### src/rtl/div_pkg.sv
// Shared arithmetic-datapath definitions for the restoring divider and its
// companion 5x5 multiplier bench.
package div_pkg;

  localparam int DW = 10;
  localparam int VW = 5;
  localparam int CW = $clog2(DW + 1);

  typedef enum logic [1:0] {
    IDLE = 2'd0,
    RUN  = 2'd1,
    DONE = 2'd2
  } state_e;

  // Quotient reported for a zero divisor: saturate to all ones.
  localparam logic [DW-1:0] DBZ_QUOT  = '1;
  localparam logic [CW-1:0] ITER_LOAD = CW'(DW);

endpackage

### src/rtl/div_step.sv
// One combinational restoring-division step: shift in the next dividend bit,
// conditionally subtract the divisor and emit one quotient bit.
module div_step
  import div_pkg::*;
(
  input  logic [VW:0]   partial_i,
  input  logic          bit_i,
  input  logic [VW-1:0] divisor_i,
  output logic [VW:0]   partial_o,
  output logic          qbit_o
);

  logic [VW+1:0] p_wide;

  // The partial remainder always stays below the divisor, so its top bit is
  // zero; comparing the full shifted value is therefore equivalent to
  // comparing {partial[VW-1:0], bit} and never overflows.
  always_comb begin
    p_wide    = {partial_i, bit_i};
    qbit_o    = (p_wide >= {2'b00, divisor_i});
    partial_o = qbit_o ? (p_wide[VW:0] - {1'b0, divisor_i}) : p_wide[VW:0];
  end

endmodule

### src/rtl/div10by5_seq.sv
// Sequential unsigned restoring divider, DW-bit dividend by VW-bit divisor,
// one quotient bit per clock.
module div10by5_seq
  import div_pkg::*;
(
  input  logic          clk,
  input  logic          rst_n,
  input  logic          start,
  input  logic [DW-1:0] dividend,
  input  logic [VW-1:0] divisor,
  output logic          busy,
  output logic          done,
  output logic [DW-1:0] quotient,
  output logic [VW-1:0] remainder,
  output logic          dbz,
  output state_e        state_dbg
);

  // Handshake: start is taken on any edge where the FSM is in IDLE or DONE
  // (busy=0); operands are sampled on that same edge. While busy=1, start and
  // operands are ignored. done pulses for one cycle with quotient/remainder/
  // dbz valid, and those results hold until the next accepted start.

  state_e        state_q,     state_d;
  logic [DW-1:0] work_q,      work_d;
  logic [VW-1:0] divisor_q,   divisor_d;
  logic [VW:0]   partial_q,   partial_d;
  logic [CW-1:0] count_q,     count_d;
  logic [DW-1:0] quot_q,      quot_d;
  logic [VW-1:0] rem_q,       rem_d;
  logic          dbz_q,       dbz_d;

  logic [VW:0]   step_partial;
  logic          step_qbit;

  // The working register doubles as dividend shifter and quotient collector:
  // the MSB feeds the step and the new quotient bit enters at the LSB.
  div_step u_step (
    .partial_i (partial_q),
    .bit_i     (work_q[DW-1]),
    .divisor_i (divisor_q),
    .partial_o (step_partial),
    .qbit_o    (step_qbit)
  );

  always_comb begin
    state_d   = state_q;
    work_d    = work_q;
    divisor_d = divisor_q;
    partial_d = partial_q;
    count_d   = count_q;
    quot_d    = quot_q;
    rem_d     = rem_q;
    dbz_d     = dbz_q;

    case (state_q)
      IDLE, DONE: begin
        if (state_q == DONE) begin
          state_d = IDLE;
        end
        if (start) begin
          if (divisor != '0) begin
            state_d   = RUN;
            work_d    = dividend;
            divisor_d = divisor;
            partial_d = '0;
            count_d   = ITER_LOAD;
          end else begin
            state_d = DONE;
            quot_d  = DBZ_QUOT;
            rem_d   = dividend[VW-1:0];
            dbz_d   = 1'b1;
          end
        end
      end

      RUN: begin
        work_d    = {work_q[DW-2:0], step_qbit};
        partial_d = step_partial;
        count_d   = count_q - CW'(1);
        if (count_q == CW'(1)) begin
          state_d = DONE;
          quot_d  = work_d;
          rem_d   = step_partial[VW-1:0];
          dbz_d   = 1'b0;
        end
      end

      default: begin
        state_d = IDLE;
      end
    endcase
  end

  always_ff @(posedge clk) begin
    if (!rst_n) begin
      state_q   <= IDLE;
      work_q    <= '0;
      divisor_q <= '0;
      partial_q <= '0;
      count_q   <= '0;
      quot_q    <= '0;
      rem_q     <= '0;
      dbz_q     <= 1'b0;
    end else begin
      state_q   <= state_d;
      work_q    <= work_d;
      divisor_q <= divisor_d;
      partial_q <= partial_d;
      count_q   <= count_d;
      quot_q    <= quot_d;
      rem_q     <= rem_d;
      dbz_q     <= dbz_d;
    end
  end

  assign busy      = (state_q == RUN);
  assign done      = (state_q == DONE);
  assign quotient  = quot_q;
  assign remainder = rem_q;
  assign dbz       = dbz_q;
  assign state_dbg = state_q;

endmodule
### config.mk
export PLATFORM = sky130hd
export DESIGN_NAME = div10by5_seq
export DESIGN_NICKNAME = d
export VERILOG_FILES = /design/src/rtl/div_pkg.sv /design/src/rtl/div_step.sv /design/src/rtl/div10by5_seq.sv
export SDC_FILE = /design/constraint.sdc
export NUM_CORES = 1
export LEC_CHECK = 0
export BUFFER_PORTS_ARGS = -buffer_cell sky130_fd_sc_hd__buf_2
export CORE_MARGIN = 1.5
export CORE_UTILIZATION = 40
export DETAILED_ROUTE_END_ITERATION = 7
export GPL_TIMING_DRIVEN = 0
export PLACE_DENSITY = 0.7
export SLEW_MARGIN = 20
export SYNTH_ARGS = -nofsm -noshare
export SYNTH_HDL_FRONTEND = slang
export SYNTH_SLANG_ARGS = --single-unit
export TNS_END_PERCENT = 50
### constraint.sdc
create_clock -name clk -period 4.2 [get_ports clk]
set_input_delay 0.84 -clock clk [delete_from_list [all_inputs] [get_ports clk]]
set_output_delay 0.84 -clock clk [all_outputs]
set_load 0.1 [all_outputs]
Word level (Yosys, flattened, before mapping) --
Index checks and enable logic that the tools add are counted.
Word-level totals: flip-flop bits (word level) 43, input port bits 18, output and inout port bits 20, logic and storage cells 54
Cells by class: equality and inequality tests 8, add/sub/neg operators 2, reduce and logical (&&, ||, !) cells 8, magnitude comparators 1, muxes and demuxes 27
Operators by type and width (number):
- 2-to-1 mux 10 bit | 5
- one-hot mux 10 bit (2 select lines) | 2
- 2-to-1 mux 6 bit | 3
- 2-to-1 mux 5 bit | 3
- one-hot mux 6 bit (2 select lines) | 1
- one-hot mux 5 bit (2 select lines) | 1
- 2-to-1 mux 2 bit | 4
- 2-to-1 mux 4 bit | 2
- one-hot mux 4 bit (2 select lines) | 1
- greater-or-equal comparator 7 x 5 -> 1 bit | 1
- inequality test 2 bit (second input constant) | 3
- AND reduction 3 bit | 2
- subtractor 6 x 5 -> 6 bit | 1
- nonzero test 5 bit | 1
- equality test 4 x 1 -> 1 bit (second input constant) | 1
- one-hot mux 2 bit (2 select lines) | 1
- AND reduction 4 bit | 1
- subtractor 4 x 1 -> 4 bit (second input constant) | 1
- 2-to-1 mux 1 bit | 3
- inequality test 3 bit (second input constant) | 1
- equality test 2 x 1 -> 1 bit (second input constant) | 1
- equality test 2 bit (second input constant) | 1
- zero test 2 bit | 1
- inequality test 2 x 1 -> 1 bit (second input constant) | 1
- 4 further kinds | 4

Longest topological paths before layout --
Gate-level depths: netlist of the first run.
depth in word-level cells 4, gate-level depth with buffers 8, mapped depth without buffers 8

By module --
A second synthesis of the first run with hierarchy kept.
Second synthesis, totals: cell total of the unflattened synthesis 243, area total of the unflattened synthesis 2237.1 um^2
By module, submodules not included:
- div10by5_seq | sequential area each 860.8 um^2, area each 1829.3 um^2, cells each 193, instances 1
- div_step | sequential area each 0.0 um^2, area each 407.9 um^2, cells each 50, instances 1

Least setup slack after synthesis of the first run --
No wires, ideal clock.
path type register to output, start point register state_q[1], in the netlist state_dbg[1], end point output port done, cell stages (with the launch flop) 2, data required time 3.360 ns, arrival time 2.385 ns, slack 0.975 ns, buffers on the path 0, cell sequence dfxtp_1 > nor2b_1
Between the ends: longest elaborated chain between the ends 1
RTL lines:
- start: declaration | RTL line div10by5_seq.sv:24 | state_e state_q, state_d;
- start signal: assignment | RTL line div10by5_seq.sv:106 | state_q <= state_d;
- equality test 2 bit | RTL line div10by5_seq.sv:118 | assign done = (state_q == DONE);
- end: declaration | RTL line div10by5_seq.sv:12 | output logic done,
Every way passes these cells.

Worst setup path in the final report of the first run --
start point register state_q[0], in the netlist state_dbg[0], end point output port busy
Between the ends: longest elaborated chain between the ends 1
RTL lines:
- equality test 2 x 1 -> 1 bit | RTL line div10by5_seq.sv:117 | assign busy = (state_q == RUN);
- end: declaration | RTL line div10by5_seq.sv:11 | output logic busy,
Every way passes these cells.

==> results.cfg, run 1 <==
[timing]
min_period_ns = 2.62
final_max_slew_viol_count = 0
grt_setup_unrepaired = false
hold_viol = 0
tightest_slew_ns = 0.542
finalSetupTns_ns = 0
slew_headroom_pct = 63.9
finalCritPeriodShare_pct = 62.4
setup_viol = 0
setup_ws_ns = 1.58
fin_skew_ns = 0.00970
fmax_ghz = 0.382

[setup_path]
critical_path.max_fanout = 10
critPathCaptureType = output pin
required_ns = 3.36
worstSetupPathType = reg2out
critPathArrivalTime_ns = 1.78
cp-start-kind = flop

[cts]
cts_resized = 0
post-cts-setup-buffers = 0
cts_tree = done
root_buffer = clkbuf_8
postCtsHoldBufs = 0
clk_pin_slew_ns = 0.08
clock-sinks = 43
cts_made_buffers = 5
h-tree-depth = 2
clk_latency_ns = 0.30
cts_max_path_buffers = 2

[floorplan]
dieArea_um2 = 5670
io-pin-count = 38
dieWidth_um = 75.3
initial_core_util_pct = 41.2
die_y_um = 75.3
core_area_um2 = 5070
rows = 26

[cells_and_area]
layout-drive-gt1-share_pct = 26.1
fillerInstances = 510
multi_input_comb_area_um2 = 1120
seqCellArea_um2 = 861
antennaDiodeCount = 0
final_nets = 310
layout_commonest_cell = dfxtp_1
area_growth_pct = 17.1
mostFrequentLayoutCells = 43 x dfxtp_1, 40 x buf_2, 31 x nand2_1, 21 x o21ai_0, 21 x a21oi_1

[route]
wl_per_cell_um = 15.3
wl_met1_um = 2590
drc = 0
vias = 1921
met3WireLength_um = 258
route.met2.wl_um = 2500
routed_via_density = 5.43
routed.top_layer = met4
drtIter0Drc = 102
wl_um = 5400
drt_pass1_iterations = 5
postRouteAntennaNets = 0

[hold_path]
hp-class = reg2reg

[synth]
yosys-top-cells-area = dfxtp_1 41%, nand2_1 5.6%, o221a_2 5.4%
synth_top_area_cell = dfxtp_1
synth_warnings = 0
ys.flop_type = dfxtp_1
post_synth_instance_area_um2 = 2090
yosys.area.top_type_share_pct = 41.2
synth_fp_nets = 266
syn_avg_cell_area_um2 = 8.75
synth_cell_types = 53
async_reset_ff_share_pct = 0
synth_seq_cells = 43
syn_inst = 239
seq_area_frac_synth_pct = 41.2
synth_edf_count = 0

[power_and_ir_drop]
peakVddDrop_mv = 0.204
power.density_nw_per_um2 = 411
leakagePower_nw = 1.03

[placed_design]
place_ws_ns = 1.94
gp_congestion = 0.819
dp_hpwl_um = 3960
io_buffers = 37

[flow_run]
drv_cap = 0

[global_route]
grt_max_degree = 14
grt_pass1_wl_um = 8360
overflow = 0
grt.total_usage_pct = 19.8
grt_pass1_vias = 1724
antenna_found_initial = 0

[run_status]
status = completed
final cells by class:
type	count	share of cell area, %
Multi-Input combinational cell	173	45.7
Tap cell	70	3.58
Buffer	12	2.81
Clock inverter	2	0.511
Inverter	11	1.69
Clock buffer	6	2.96
Sequential cell	43	35.2
Timing Repair Buffer	37	7.56
per-stage QoR:
stage               hold slack, ns  util (%)  area (um^2)  std cells  power, mW
global placement             0.447      46.6         2360        346      0.749
finish                       0.465      48.2         2450        354       1.01
global route                 0.476      48.2         2450        354       1.06
CTS                          0.464      48.2         2450        354       1.01
detailed placement           0.448      46.6         2360        346      0.753
floorplan                    0.450         -         2090        239      0.685
cells in the mapped netlist, types with 2 or more instances:
master and count:
nand2b_1 3, inv_1 10, a21oi_1 21, ha_1 8, nand3_1 4, or2_2 2
a211oi_1 3, o221ai_1 2, nor2_1 18, nor3_2 2, nor2b_1 3, nand2_1 31
a21o_1 2, a31oi_1 10, o221a_2 10, dfxtp_1 43, nor3_1 3, mux2i_1 2
clkbuf_1 6, buf_2 3, o21ai_0 21
where the power goes:
part / internal, mW / total (mW) / switching [mW]
Sequential: 0.438 / 0.461 / 0.0237
Combinational: 0.0943 / 0.286 / 0.192
Clock: 0.116 / 0.260 / 0.144
Total: 0.648 / 1.01 / 0.359
state kept, by name, indices dropped and copies added (netlist names):
signal	flops
remainder	5
state_dbg	2
dbz	1
quotient	10
work_q	10
divisor_q	5
partial_q	6
count_q	4
routing by layer:
| metal | track usage, % | vias up |
|---|---|---|
| met2 | 29.0 | 51 |
| met4 | 7.94 | 0 |
| li1 | - | 954 |
| met3 | 4.50 | 8 |
| met1 | 28.1 | 908 |
| met5 | 0 | - |
critical path, stage by stage, from the launching register on:
cell	delay (ns)
dfxtp_1	0.40
nand2b_1	0.08
inv_1	0.07
clkbuf_1	0.41
buf_2	0.52
final timing paths:
path                            slack (ns)  depth (start not counted)      endpoint          from
worst max-delay path                  1.58                          4          busy  state_dbg[0]
worst min-delay path                  0.46                          2           dbz           dbz
worst max register to register        2.20                          7  remainder[3]  divisor_q[4]
worst min register to register        0.46                          2           dbz           dbz
cells by family (layout without fill, tap and decap cells):
| family | Yosys count | after routing | share of synthesized area (%) |
|---|---|---|---|
| compound gates | 84 | 84 | 28.0 |
| xor+xnor | 2 | 2 | 0.838 |
| fa+ha+maj | 9 | 9 | 5.75 |
| buf+inv | 23 | 68 | 5.27 |
| flops | 43 | 43 | 41.2 |
| mux | 3 | 3 | 1.68 |
| simple gates | 75 | 75 | 17.3 |
Note: power is estimated with default switching activity, not from simulation.
==> inputs of run 2 (changes only) <==
==> constraint.sdc (replaced) <==
create_clock -name clk -period 2.7 [get_ports clk]
set_input_delay 0.54 -clock clk [delete_from_list [all_inputs] [get_ports clk]]
set_output_delay 0.54 -clock clk [all_outputs]
set_load 0.1 [all_outputs]
==> results.cfg, run 2 (synthesis results as in run 1) <==
[global_route]
grt_max_degree = 14
grt_pass1_wl_um = 8270
antenna_found_initial = 0
grt.total_usage_pct = 19.6
overflow = 0
grt_pass1_vias = 1711

[cts]
clock-sinks = 43
cts_resized = 0
cts_max_path_buffers = 2
postCtsHoldBufs = 0
cts_tree = done
h-tree-depth = 2
clk_latency_ns = 0.29
cts_made_buffers = 5
root_buffer = clkbuf_8
post-cts-setup-buffers = 0
clk_pin_slew_ns = 0.08

[setup_path]
path_depth = 4
endpoint = busy
r2r_setup_slack_ns = 0.66
worstSetupStartpoint = state_dbg[0]
cp_slowest_cell = buf_2
critical_path.max_fanout = 10
worstReg2RegEnd = remainder[3]
required_ns = 2.16
critPathCaptureType = output pin
worstSetupPathType = reg2out
crit_chain = nand2b_1, inv_1, clkbuf_2, buf_2
cp-start-kind = flop
timing.rr.start = divisor_q[4]
cp_top_family = buffers and inverters
slowest_delay_ns = 0.47
critPathArrivalTime_ns = 1.59
critPathBufInv = 3
reg2reg_depth = 7

[timing]
slew_headroom_pct = 60.8
fmax_ghz = 0.469
min_period_ns = 2.13
grt_setup_unrepaired = false
hold_viol = 0
final_max_slew_viol_count = 0
finalSetupTns_ns = 0
setup_viol = 0
finalCritPeriodShare_pct = 79.0
fin_skew_ns = 0.00762
tightest_slew_ns = 0.580

[floorplan]
io-pin-count = 38
dieArea_um2 = 5670
die_y_um = 75.3
core_area_um2 = 5070
rows = 26
initial_core_util_pct = 41.2
dieWidth_um = 75.3

[power_and_ir_drop]
power_mw = 1.75
peakVddDrop_mv = 0.420
power.density_nw_per_um2 = 700
leakagePower_nw = 1.06

[cells_and_area]
layout-drive-gt1-share_pct = 26.8
area_growth_pct = 19.6
final_nets = 310
layout_commonest_cell = dfxtp_1
antennaDiodeCount = 0
mostFrequentLayoutCells = 43 x dfxtp_1, 40 x buf_2, 31 x nand2_1, 21 x o21ai_0, 21 x a21oi_1

[placed_design]
dp_hpwl_um = 3810
gp_congestion = 0.874
io_buffers = 37

[flow_run]
drv_cap = 0

[run_status]
status = completed

[route]
drc = 0
drtIter0Drc = 148
routed_via_density = 5.42
wl_um = 5270
wl_per_cell_um = 14.9
drt_pass1_iterations = 4
vias = 1919
postRouteAntennaNets = 0

[hold_path]
worstHoldStart = dbz
hp-class = reg2reg
-- run 2: cell count changes in the layout (fill, tap and decap cells not counted), sizes merged --
cell / delta
clkinv: -1
clkinvlp: -1
bufinv: +2
-- run 2: metal layers --
metal  vias to the layer above  GRT usage (%)  share of wire, %  wire, um
met5                         -              0                 0         0
met4                         0           7.34               1.6        82
met3                         8           4.76               4.9       260
met2                        50           29.5                46      2430
met1                       908           27.2                47      2510
li1                        953              -                 -         -
-- run 2: worst min path at each step --
stage / endpoint / slack [ns] / cells past startpoint
after floorplan: partial_q[3] / 0.45 / 2
final: dbz / 0.46 / 2
after detailed placement: dbz / 0.45 / 2
after global placement: dbz / 0.45 / 2
after CTS: dbz / 0.46 / 2
after global routing: dbz / 0.49 / 2
-- run 2: where the power goes --
part	switching, mW	leakage [nW]	internal, mW
clock network	0.215	0.0654	0.370
logic	0.299	0.639	0.147
registers	0.0374	0.351	0.681
total	0.551	1.06	1.20
-- run 2: cell type report --
cell class / instances / area (um^2)
buffer: 12 / 70.1
clock buffer: 6 / 72.6
clock inverter: 2 / 60.1
fill: 500 / 2570
inverter: 11 / 41.3
multi-input combinational: 173 / 1120
sequential: 43 / 861
tap: 70 / 87.6
timing repair buffer: 37 / 185
-- run 2: metrics by stage --
| step | instances | instance area, um^2 | hold slack (ns) | setup WS (ns) | utilization, % |
|---|---|---|---|---|---|
| CTS | 354 | 2500 | 0.462 | 0.589 | 49.3 |
| global placement | 346 | 2370 | 0.449 | 0.677 | 46.6 |
| global route | 354 | 2500 | 0.485 | 0.479 | 49.3 |
| detailed placement | 346 | 2370 | 0.450 | 0.692 | 46.6 |
| finish | 354 | 2500 | 0.458 | 0.568 | 49.3 |
| floorplan | 239 | 2090 | 0.450 | 0.239 | - |
-- run 2: worst reg2reg max path: stages, from the launching register on --
cell and delay [ns]:
dfxtp_1 0.35, inv_1 0.06, ha_1 0.40, a2111o_1 0.45
a41oi_1 0.24, a32oi_1 0.08, o311ai_0 0.20, a21oi_1 0.14
==> inputs of run 3 (changes only) <==
==> constraint.sdc (replaced) <==
create_clock -name clk -period 2.2 [get_ports clk]
set_input_delay 0.44 -clock clk [delete_from_list [all_inputs] [get_ports clk]]
set_output_delay 0.44 -clock clk [all_outputs]
set_load 0.1 [all_outputs]
==> results.cfg, run 3 (synthesis results as in run 1) <==
[run_status]
status = completed

[cts]
clk_latency_ns = 0.31
post-cts-setup-buffers = 0
clk_pin_slew_ns = 0.10
h-tree-depth = 2
cts_max_path_buffers = 2
postCtsHoldBufs = 0
clock-sinks = 43
cts_made_buffers = 5
root_buffer = clkbuf_8
cts_resized = 0
cts_tree = done

[timing]
finalCritPeriodShare_pct = 94.3
final_max_slew_viol_count = 0
tightest_slew_ns = 0.613
finalSetupTns_ns = 0
holdWs_ns = 0.375
fmax_ghz = 0.482
setup_ws_ns = 0.125
slew_headroom_pct = 58.6
grt_setup_unrepaired = false
hold_viol = 0
fin_skew_ns = 0.0124
min_period_ns = 2.08
setup_viol = 0

[floorplan]
rows = 26
dieArea_um2 = 5670
initial_core_util_pct = 41.2
io-pin-count = 38
dieWidth_um = 75.3
die_y_um = 75.3
core_area_um2 = 5070

[power_and_ir_drop]
swShare_pct = 36.4
p_switching_mw = 0.713
pwr-share-seq_pct = 45.0
leakagePower_nw = 1.04
combinationalPowerShare_pct = 28.1
peakVddDrop_mv = 0.421
p_int_mw = 1.24
power.density_nw_per_um2 = 794
p_clk_share_pct = 26.9

[global_route]
grt_pass1_vias = 1774
grt_pass1_wl_um = 8440
grt.total_usage_pct = 19.6
overflow = 0
antenna_found_initial = 0
grt_max_degree = 16

[setup_path]
worstSetupPathType = reg2reg
critPathArrivalTime_ns = 2.25
cp-start-kind = flop
critPathCaptureType = flop
critical_path.max_fanout = 8
required_ns = 2.38

[placed_design]
io_buffers = 37
dp_hpwl_um = 3870
place_ws_ns = 0.147
gp_congestion = 0.846

[cells_and_area]
multi_input_comb_area_um2 = 1120
final_nets = 310
seqCellArea_um2 = 863
layout-drive-gt1-share_pct = 27.8
antennaDiodeCount = 0
layout_commonest_cell = dfxtp_1
fillerInstances = 507
mostFrequentLayoutCells = 41 x dfxtp_1, 40 x buf_2, 31 x nand2_1, 21 x o21ai_0, 21 x a21oi_1
area_growth_pct = 17.8

[route]
wl_per_cell_um = 15.1
drc = 0
postRouteAntennaNets = 0
drt_pass1_iterations = 4
vias = 1953
drtIter0Drc = 157
routed_via_density = 5.52
wl_um = 5340

[hold_path]
hp-class = in2reg

[flow_run]
drv_cap = 0
## run 3: final timing paths
check / to / slack [ns] / cells past startpoint / startpoint
setup / recovery: remainder[3] / 0.12 / 7 / divisor_q[4]
hold / removal: divisor_q[2] / 0.38 / 3 / divisor[2]
setup reg to reg: remainder[3] / 0.12 / 7 / divisor_q[4]
hold reg to reg: dbz / 0.46 / 2 / dbz
## run 3: critical path, stage by stage (launching register included)
cell	delay, ns
dfxtp_1	0.34
inv_1	0.06
ha_1	0.39
a2111o_1	0.44
a41oi_1	0.27
a32oi_1	0.11
o311ai_0	0.21
a21oi_1	0.14
## run 3: cell type report
class / instances / area share, %
tap: 70 / 3.56
clock buffer: 5 / 2.79
timing repair buffer: 37 / 7.52
inverter: 11 / 1.68
multi-input combinational: 173 / 45.6
buffer: 12 / 2.84
sequential: 43 / 35.0
clock inverter: 3 / 1.02
## run 3: power groups by stage
stage	Combinational (mW)	Sequential [mW]	Clock, mW
after floorplan	0.337	0.973	0
after global placement	0.536	0.896	0
after detailed placement	0.542	0.897	0
after CTS	0.545	0.879	0.530
after global routing	0.593	0.888	0.565
final	0.549	0.881	0.527
## run 3: routing by layer
metal	global-route usage, %	vias to the layer above	wire (um)
met3	4.50	9	288
met4	5.75	0	62
met1	27.4	924	2520
li1	-	955	-
met2	30.3	65	2470
met5	0	-	0
## run 3: stage by stage
stage          area, um^2  std cells  total power, mW  utilization, %
2_1_floorplan        2100        239             1.31               -
3_3_place_gp         2370        346             1.43            46.7
3_5_place_dp         2370        346             1.44            46.7
4_1_cts              2460        354             1.95            48.5
5_1_grt              2460        354             2.05            48.5
6_report             2460        354             1.96            48.5
